`config.mk`:
```
export PLATFORM = sky130hd
export DESIGN_NAME = spm_product_deser
export DESIGN_NICKNAME = d
export VERILOG_FILES = /design/src/rtl/spm_product_deser.sv
export SDC_FILE = /design/constraint.sdc
export NUM_CORES = 1
export LEC_CHECK = 0
export BUFFER_PORTS_ARGS = -buffer_cell sky130_fd_sc_hd__clkbuf_2
export CAP_MARGIN = 20
export CORE_MARGIN = 5
export CORE_UTILIZATION = 58
export DETAILED_ROUTE_END_ITERATION = 16
export PLACE_DENSITY_LB_ADDON = 0.08
export SLEW_MARGIN = 30
export SYNTH_ARGS = -nofsm -noshare
export SYNTH_HDL_FRONTEND = slang
export SYNTH_SLANG_ARGS = --single-unit
```
`constraint.sdc`:
```
create_clock -name clk -period 4.25 [get_ports clk]
set_input_delay 1.275 -clock clk [delete_from_list [all_inputs] [get_ports clk]]
set_output_delay 1.275 -clock clk [all_outputs]
set_load 0.02 [all_outputs]
```
`src/rtl/spm_product_deser.sv`:
```
`default_nettype none
// ============================================================================
// Module      : spm_product_deser
// Description : Collects the LSB-first serial product of the signed SPM into a
//               parallel word and offers it on a valid/ready handshake.
//               Optional zero/negative flags: define SPM_DESER_FLAGS_EN.
// Revision    : 1.0 - initial release
// ============================================================================
module spm_product_deser #(
  parameter int PROD_W = 16,
  parameter int CNT_W  = 5
) (
  input  logic              clk,
  input  logic              rst,
  input  logic              start,
  input  logic              ser_in,
  output logic              busy,
  output logic [PROD_W-1:0] prod_out,
  output logic              prod_valid,
`ifdef SPM_DESER_FLAGS_EN
  output logic              prod_zero,
  output logic              prod_neg,
`endif
  input  logic              prod_ready
);

  typedef enum logic [1:0] {
    IDLE  = 2'd0,
    SHIFT = 2'd1,
    HOLD  = 2'd2
  } state_t;

  state_t              r_state, w_state_nxt;
  logic [PROD_W-1:0]   r_shreg, w_shreg_nxt;
  logic [CNT_W-1:0]    r_cnt,   w_cnt_nxt;
  logic [PROD_W-1:0]   r_prod,  w_prod_nxt;
  logic                r_valid, w_valid_nxt;
  logic                r_busy,  w_busy_nxt;
  logic [PROD_W-1:0]   w_shift;
  logic                w_last;
`ifdef SPM_DESER_FLAGS_EN
  logic                r_zero, w_zero_nxt;
  logic                r_neg,  w_neg_nxt;
`endif

  // Stream arrives LSB first, so each new bit enters at the MSB end.
  assign w_shift = {ser_in, r_shreg[PROD_W-1:1]};
  assign w_last  = (r_cnt == CNT_W'(PROD_W - 1));

  always_ff @(posedge clk) begin
    if (rst) begin
      r_state <= IDLE;
      r_shreg <= '0;
      r_cnt   <= '0;
      r_prod  <= '0;
      r_valid <= 1'b0;
      r_busy  <= 1'b0;
`ifdef SPM_DESER_FLAGS_EN
      r_zero  <= 1'b0;
      r_neg   <= 1'b0;
`endif
    end else begin
      r_state <= w_state_nxt;
      r_shreg <= w_shreg_nxt;
      r_cnt   <= w_cnt_nxt;
      r_prod  <= w_prod_nxt;
      r_valid <= w_valid_nxt;
      r_busy  <= w_busy_nxt;
`ifdef SPM_DESER_FLAGS_EN
      r_zero  <= w_zero_nxt;
      r_neg   <= w_neg_nxt;
`endif
    end
  end

  always_comb begin
    w_state_nxt = r_state;
    w_shreg_nxt = r_shreg;
    w_cnt_nxt   = r_cnt;
    w_prod_nxt  = r_prod;
    w_valid_nxt = r_valid;
    w_busy_nxt  = r_busy;
`ifdef SPM_DESER_FLAGS_EN
    w_zero_nxt  = r_zero;
    w_neg_nxt   = r_neg;
`endif
    case (r_state)
      IDLE: begin
        if (start) begin
          w_state_nxt = SHIFT;
          w_cnt_nxt   = '0;
          w_busy_nxt  = 1'b1;
        end
      end
      SHIFT: begin
        w_shreg_nxt = w_shift;
        w_cnt_nxt   = r_cnt + CNT_W'(1);
        if (w_last) begin
          w_prod_nxt  = w_shift;
          w_valid_nxt = 1'b1;
          w_busy_nxt  = 1'b0;
          w_state_nxt = HOLD;
`ifdef SPM_DESER_FLAGS_EN
          w_zero_nxt  = (w_shift == '0);
          w_neg_nxt   = w_shift[PROD_W-1];
`endif
        end
      end
      HOLD: begin
        // A start seen here is dropped, not queued.
        if (prod_ready) begin
          w_valid_nxt = 1'b0;
          w_state_nxt = IDLE;
        end
      end
      default: begin
        w_state_nxt = IDLE;
        w_valid_nxt = 1'b0;
        w_busy_nxt  = 1'b0;
      end
    endcase
  end

  assign busy       = r_busy;
  assign prod_out   = r_prod;
  assign prod_valid = r_valid;
`ifdef SPM_DESER_FLAGS_EN
  assign prod_zero  = r_zero;
  assign prod_neg   = r_neg;
`endif

endmodule
`default_nettype wire

```
* After elaboration in Yosys (flattened, before gate mapping)
Cells that the tools add are included.
** Word-level totals
- Register bits after elaboration :: 41
- Bits in latches :: 0
- RAM bits :: 0
- Bits in read-only memories :: 0
- Bits of input ports :: 5
- Output and inout port bits :: 18
- Logic and storage cells :: 34
- Memories :: 0
** Cells by class
- Add/sub/neg operators :: 1
- Multiply operators :: 0
- Divide/modulo/power cells :: 0
- Order comparisons :: 0
- Equal/unequal tests :: 6
- Shifts and indexed selects :: 0
- Multiplexer cells :: 12
- Bitwise logic cells :: 2
- Reductions and logical operators :: 7
** Operator list (number)
- case mux 5 bit (2 select lines) :: 1
- AND reduction 3 bit :: 3
- 2-to-1 mux 2 bit :: 3
- != test 2 bit (second input constant) :: 3
- case mux 1 bit (3 select lines) :: 2
- case mux 2 bit (3 select lines) :: 1
- adder 5 x 1 -> 5 bit (second input constant) :: 1
- == test 5 x 4 -> 1 bit (second input constant) :: 1
- 2-to-1 mux 5 bit :: 1
- 2-to-1 mux 1 bit :: 4
- AND reduction 2 bit :: 2
- == test 2 x 1 -> 1 bit (second input constant) :: 1
- == test 2 bit (second input constant) :: 1
- zero test 2 bit :: 1
- inverter 1 bit :: 2
- nonzero test 2 bit :: 1

* Longest topological paths before layout
Gate-level depths: netlist of the first run.
- Word-level depth :: 3
- Gate-level depth with buffers :: 8
- Mapped depth without buffers :: 6

* Least setup slack after synthesis of the first run
Ideal clock, no wire load.
- Kind :: input to register
- From :: in start
- To :: reg r_cnt[2]
- Library setup time :: 74 ps
- Arrival :: 1731 ps
- Setup slack :: 2445 ps
- Stages :: 3
- Path buffers :: 0
- Cell sequence :: o21bai_1 nand2_1 a31oi_1
** Between the ends
- Longest elaborated chain between the ends :: 2
** RTL lines
- start: declaration :: line 15 : input logic start,
- != test 2 bit (no source line)
- AND reduction 2 bit (no source line)
- end signal: assignment :: line 65 : r_cnt <= w_cnt_nxt;
- end: declaration :: line 35 : logic [CNT_W-1:0] r_cnt, w_cnt_nxt;
Every way passes these cells.
A chain may end at the register's enable or synchronous reset.

* Final worst setup path of the first run
- From :: reg r_busy, in the netlist busy
- To :: out busy
** RTL lines
- start: declaration :: line 38 : logic r_busy, w_busy_nxt;
- start signal: assignment :: line 68 : r_busy <= w_busy_nxt;
- end: declaration :: line 17 : output logic busy,
No word-level cell between the ends.

==> results.txt, run 1 <==
status: finished clean
DP HPWL: 1780 µm
delay of the slowest cell on the worst path: 0.35 ns
switching share of power: 0.230
# resized after CTS: 0
#FFs+latches synth: 40
vias in the first global route: 1057
Nets: 206
maximum vdd drop: 0.300 mV
H-tree Lvls: 2
met1 usage: 0.214
Flop pwr share: 0.660
Rel. slew slack: 0.488
# setup viols final: 0
clk_skew: 0.00507 ns
Yosys top cell by area: dfxtp_1
grt total ovfl: 0
area grow syn2layout: 7.50%
Die H: 60.9 µm
Buffers on Ports: 22
die area: 3710 µm²
initial antenna violation count: 0
Via Count: 1200
YS warnings: 0
cells after synthesis: 183
RSZ-0062 raised after global routing: false
RR Startpoint: r_cnt[0]
Chip Width: 60.9 µm
Finished Cell Area: 1610 µm²
synthesized area: 1500 µm²
GR Util met2: 0.255
Residual DRC: 0
Worst-Margin Slew: 0.768 ns
GR Util met3: 0.0681
GRT Overall Usage: 0.165
CP startpoint: busy
post-route minimum period: 2.12 ns
ANT cells: 0
Comb pwr share: 0.044
total CTS buffers: 5
crit-path cells: clkbuf_2
Initial Util: 0.606
Buffers & Inverters on Critical Path: 1
busiest grt layer: met2
worst path required time: 2.97 ns
syn_area_per_cell: 8.20 µm²
I/O Pins: 23
number of synthesized flops with an enable pin: 0
Root Buffer: clkbuf_4
Largest delay share family, worst path: flip-flops
Worst Setup End Kind: output pin
largest net degree at the start of global routing: 41
most frequent cell after synthesis: nand2_1
top cell type's share of synthesized area: 0.533
Leakage Power: 0.587 nW
Pint: 446 µW
Post-CTS Setup Inserts: 0
final worst-path cycle share: 0.500
vias per inst: 5.24
post-synthesis sequential area ratio: 0.533
Hold Fails Final Rpt: 0
Post-DRT Antenna Nets: 0
layout cells sized above 1: 0.151
Main synth FF type: dfxtp_1
RePlAce Congestion: 0.768
first-pass GRT wire length: 4570 µm
max-cap viol count: 0
CTS max path bufs: 2
CP max stage cell: dfxtp_1
Hold Path Class: flop to flop
Clock power frac: 0.296
Worst EP arrival: 0.85 ns
PD cells: 359 nW/µm²
router iterations before antenna repair: 4
Std-Cell Rows: 18
critical path fanouts, max: 2
Max Slew Vio Count: 0
synth top area cells: dfxtp_1 53%, nand2_1 16%, a21oi_1 11%
post-synth cell types: 25
top cells by count, synth: 64 x nand2_1, 40 x dfxtp_1, 33 x a21oi_1
DRT Wirelength: 2660 µm
setup_tns: 0 ns
CTS tree: built
Cell Area, Placed: 1570 µm²
Psw: 133 µW
average wire per standard cell: 11.6 µm
startpoint types: flop
Peak Freq: 471 MHz
area of the core: 2480 µm²
cts hold-fix bufs: 0
asr flop ratio synth: 0
Crit Path Class: flop to output pin
DR iter-0 viols: 62
clk sinks: 40
HP Start: prod_out[15]
syn_nets: 190
Reg clk slew, reported paths: 0.10 ns
Clock Latency Late Sink: 0.33 ns
flip-flops by register name (all words and copies together) (netlist names):
register,flops
r_cnt,5
busy,1
prod_out,16
r_state,2
prod_valid,1
r_shreg,15
worst paths after layout:
check | cells after the start | slack (ns) | endpoint
max | 1 | 2.13 | busy
min | 2 | 0.46 | prod_out[15]
max reg2reg | 6 | 2.39 | prod_out[4]
min reg2reg | 2 | 0.46 | prod_out[15]
final cells by class:
class	instances	area, µm²
inverters	1	3.75
clock buffers	6	41.3
fillers	234	863
multi-input cells	129	616
flip-flops and latches	40	801
well taps	30	37.5
clock inverters	1	5.00
repair buffers	22	110
cell usage in the layout, fill, tap and decap left out:
| cell type | count |
|---|---|
| mux2i_1 | 1 |
| inv_1 | 1 |
| dfxtp_1 | 40 |
| o21ai_0 | 2 |
| a21oi_1 | 33 |
| a211oi_1 | 1 |
| clkinv_2 | 1 |
| a22oi_1 | 1 |
| nand3b_2 | 1 |
| a31oi_1 | 2 |
| clkbuf_2 | 22 |
| nand3b_1 | 1 |
| clkbuf_4 | 5 |
| o21bai_1 | 1 |
| a2bb2oi_1 | 2 |
| nor2b_2 | 1 |
| ha_1 | 2 |
| nand3_1 | 3 |
| and3b_1 | 1 |
| or3_1 | 1 |
| and3_1 | 1 |
| nand2_1 | 64 |
| clkbuf_1 | 1 |
| nand2b_1 | 3 |
| nor2_1 | 8 |
power by group through the flow:
| stage | logic [mW] | registers, mW | clock network (mW) |
|---|---|---|---|
| final | 0.0256 | 0.383 | 0.171 |
| after global routing | 0.0283 | 0.383 | 0.201 |
| after CTS | 0.0256 | 0.382 | 0.178 |
| after detailed placement | 0.0254 | 0.391 | 0 |
| after global placement | 0.0246 | 0.391 | 0 |
| after floorplan | 0.0232 | 0.390 | 0 |
routing by layer:
metal | vias to the layer above | share of wire
met5 | - | 0
met4 | 0 | 0.0094
met3 | 5 | 0.065
met2 | 28 | 0.45
met1 | 536 | 0.48
li1 | 631 | -
per-stage QoR:
step	power, mW	hold WS [ns]	worst slack, ns	utilization	instances
after detailed placement	0.416	0.449	2.10	0.633	222
after CTS	0.586	0.465	2.11	0.652	229
final	0.580	0.463	2.13	0.652	229
after floorplan	0.413	0.432	2.45	-	183
after global routing	0.613	0.477	2.06	0.652	229
after global placement	0.415	0.441	2.16	0.632	222
kinds of logic (layout without fill, tap and decap cells):
family | count (synthesis) | in the layout | synth area share
DFF | 40 | 40 | 0.533
AOI/OAI and AO/OA | 42 | 42 | 0.152
muxes | 1 | 1 | 0.00667
buffers and inverters | 14 | 30 | 0.0583
adders and majority gates | 2 | 2 | 0.0167
and+or+nand+nor | 84 | 84 | 0.233
(Power assumes the default switching activity.)
==> run 2, diff against run 1 <==
--- a/config.mk
+++ b/config.mk
@@ -5,10 +5,11 @@
 export SDC_FILE = /design/constraint.sdc
 export NUM_CORES = 1
 export LEC_CHECK = 0
+export ABC_AREA = 1
 export BUFFER_PORTS_ARGS = -buffer_cell sky130_fd_sc_hd__clkbuf_2
 export CAP_MARGIN = 20
 export CORE_MARGIN = 5
-export CORE_UTILIZATION = 58
+export CORE_UTILIZATION = 49
 export DETAILED_ROUTE_END_ITERATION = 16
 export PLACE_DENSITY_LB_ADDON = 0.08
 export SLEW_MARGIN = 30
==> constraint.sdc (replaced) <==
create_clock -name clk -period 1.8 [get_ports clk]
set_input_delay 0.54 -clock clk [delete_from_list [all_inputs] [get_ports clk]]
set_output_delay 0.54 -clock clk [all_outputs]
set_load 0.02 [all_outputs]
==> run 2 against run 1 <==
Effect of this change: sequential power increased by 150%; hold slack got worse by 0.0013 ns; first-iteration DRC count increased by 95%; worst setup slack got worse by 1.9 ns; highest routed layer unchanged.
==> results.txt, run 2 <==
status: finished clean
DP HPWL: 2060 µm (+16%)
Worst EP arrival: 1.87 ns (+1.02 ns)
HP Start: ser_in
initial antenna violation count: 0 (unchanged)
GRT Overall Usage: 0.164 (-0.00146)
hold path depth: 3 (+1)
Leakage Power: 0.678 nW (+15%)
# resized after CTS: 0 (unchanged)
clk_skew: 0.00730 ns (+0.00224 ns)
Main synth FF type: dfxtp_1
Cell Area, Placed: 1650 µm² (+5.5%)
Finished Cell Area: 1720 µm² (+6.3%)
router iterations before antenna repair: 4 (unchanged)
top cells by count, synth: 40 x dfxtp_1, 29 x nor2_1, 24 x a21oi_1
CTS max path bufs: 2 (unchanged)
max layer used: met4
first-pass GRT wire length: 5460 µm (+19%)
Chip Width: 65.8 µm (+8.1%)
Post-DRT Antenna Nets: 0 (unchanged)
#FFs+latches synth: 40 (unchanged)
DR iter-0 viols: 121 (+95%)
post-synthesis sequential area ratio: 0.525 (-0.00831)
max-cap viol count: 0 (unchanged)
worst path required time: 2.08 ns (-0.89 ns)
RePlAce Congestion: 0.808 (+5.1%)
# setup viols final: 0 (unchanged)
Max Slew Vio Count: 0 (unchanged)
Residual DRC: 0 (unchanged)
area of the core: 3030 µm² (+22%)
Placement Setup Slack: 0.196 ns (-1.91 ns)
Yosys top cell by area: dfxtp_1
Post-CTS Setup Inserts: 0 (unchanged)
startpoint types: flop
total CTS buffers: 5 (unchanged)
WL met3: 143 µm (-17%)
Hold Path Class: primary input to flop
Root Buffer: clkbuf_4
most frequent cells in the layout: 40 x dfxtp_1, 29 x nor2_1, 24 x a21oi_1
YS warnings: 0 (unchanged)
met2 wire length: 1450 µm (+22%)
cells after synthesis: 185 (+1.1%)
vias per inst: 5.13 (-2.0%)
Via Count: 1299 (+8.3%)
H-tree Lvls: 2 (unchanged)
Worst-Margin Slew: 0.449 ns (-0.319 ns)
clk sinks: 40 (unchanged)
DRT Wirelength: 3140 µm (+18%)
final setup margin: 0.203 ns (-1.92 ns)
Crit Path Class: flop to flop
final core utilization: 0.567 (-0.0850)
Clock Latency Late Sink: 0.34 ns (about the same)
Nets: 215 (+4.4%)
Peak Freq: 626 MHz
Die H: 65.8 µm (+8.1%)
RR Endpoint: prod_out[7]
Hold Crit Endpoint: prod_out[15]
layout cells sized above 1: 0.182 (+0.0311)
largest net degree at the start of global routing: 24 (-41%)
Initial Util: 0.504 (-0.102)
maximum vdd drop: 0.462 mV (+54%)
asr flop ratio synth: 0 (unchanged)
RR Startpoint: r_cnt[0]
vias in the first global route: 1279 (+21%)
Hold Fails Final Rpt: 0 (unchanged)
I/O Pins: 23 (unchanged)
top cell type's share of synthesized area: 0.525 (-0.00831)
CTS tree: built
Buffers on Ports: 22 (unchanged)
number of flip-flops in the largest register: 16 (unchanged)
commonest non-fill, non-tap cell in the layout: dfxtp_1
average wire per standard cell: 12.4 µm (+7.0%)
number of synthesized flops with an enable pin: 0 (unchanged)
grt total ovfl: 0 (unchanged)
Rel. slew slack: 0.701 (+0.212)
PD cells: 900 nW/µm² (+150%)
die area: 4330 µm² (+17%)
worst r2r path cells: 7 (+1)
Worst Setup End Kind: flop
cts hold-fix bufs: 0 (unchanged)
placed cell count: 245 (+10%)
M1 WL: 1500 µm (+18%)
R2R setup slack: 0.20 ns (-2.19 ns)
critical path fanouts, max: 8 (+6)
area grow syn2layout: 12.5%
RSZ-0062 raised after global routing: false
syn_nets: 192 (+1.1%)
final worst-path cycle share: 0.887
synth top area cells: dfxtp_1 53%, a21oi_1 7.9%, nor2_1 7.1%
post-route insts no fill: 253 (+10%)
synthesized area: 1530 µm² (+1.6%)
ANT cells: 0 (unchanged)
post-route minimum period: 1.60 ns
setup_tns: 0 ns (unchanged)
syn_area_per_cell: 8.24 µm² (+0.49%)
Reg clk slew, reported paths: 0.12 ns (+0.02 ns)
Std-Cell Rows: 20 (+2)
post-synth cell types: 26 (+4.0%)
most frequent cell after synthesis: dfxtp_1
## run 2: cell types whose count changed in the layout (fill, tap and decap cells not counted), moves of 7 or more
cell,previous run,this run
nand2_1,64,23
nor2_1,8,29
a21oi_1,33,24
inv_1,1,8
o21ai_0,2,16
nand3_1,3,18
## run 2: per-layer routing
layer,vias up,GRT usage
li1,658,-
met1,601,0.189
met2,35,0.275
met3,5,0.0442
met4,0,0.0855
met5,-,0
## run 2: area by class of cell
class	count	area (µm²)
Clock buffer	8	58.8
Fill cell	325	1310
Inverter	10	40.0
Multi-Input combinational cell	125	621
Sequential cell	40	801
Tap cell	44	55.1
Timing Repair Buffer	26	140
## run 2: cells by family after synthesis
| kind of cell | count (synthesis) | share of synthesized area |
|---|---|---|
| simple gates | 77 | 0.229 |
| compound gates | 46 | 0.160 |
| flops | 40 | 0.525 |
| buf+inv | 20 | 0.0697 |
| fa+ha+maj | 2 | 0.0164 |
## run 2: stage by stage
step                hold slack, ns  total power [mW]
floorplan                    0.445              1.06
global placement             0.439              1.08
detailed placement           0.453              1.09
CTS                          0.456              1.56
global route                 0.455              1.62
finish                       0.461              1.54
## run 2: report_power, final
part | internal [mW] | switching, mW | total (mW)
Combinational | 0.0390 | 0.0813 | 0.120
Sequential | 0.920 | 0.0261 | 0.946
Clock | 0.193 | 0.284 | 0.477
Total | 1.15 | 0.391 | 1.54
## run 2: worst max path at each step
stage	startpoint	endpoint	slack [ns]
after floorplan	r_cnt[0]	prod_out[0]	0.31
after global placement	r_cnt[0]	prod_out[1]	0.28
after detailed placement	r_cnt[0]	prod_out[7]	0.20
after CTS	r_cnt[0]	prod_out[7]	0.15
after global routing	r_cnt[0]	prod_out[7]	0.01
final	r_cnt[0]	prod_out[7]	0.20
## run 2: worst max-delay path, cell delays in order (launching register included)
cell	delay [ns]
dfxtp_1	0.43
ha_1	0.20
inv_1	0.05
nor3_1	0.15
ha_2	0.26
buf_4	0.18
nand3_1	0.09
a21oi_1	0.18
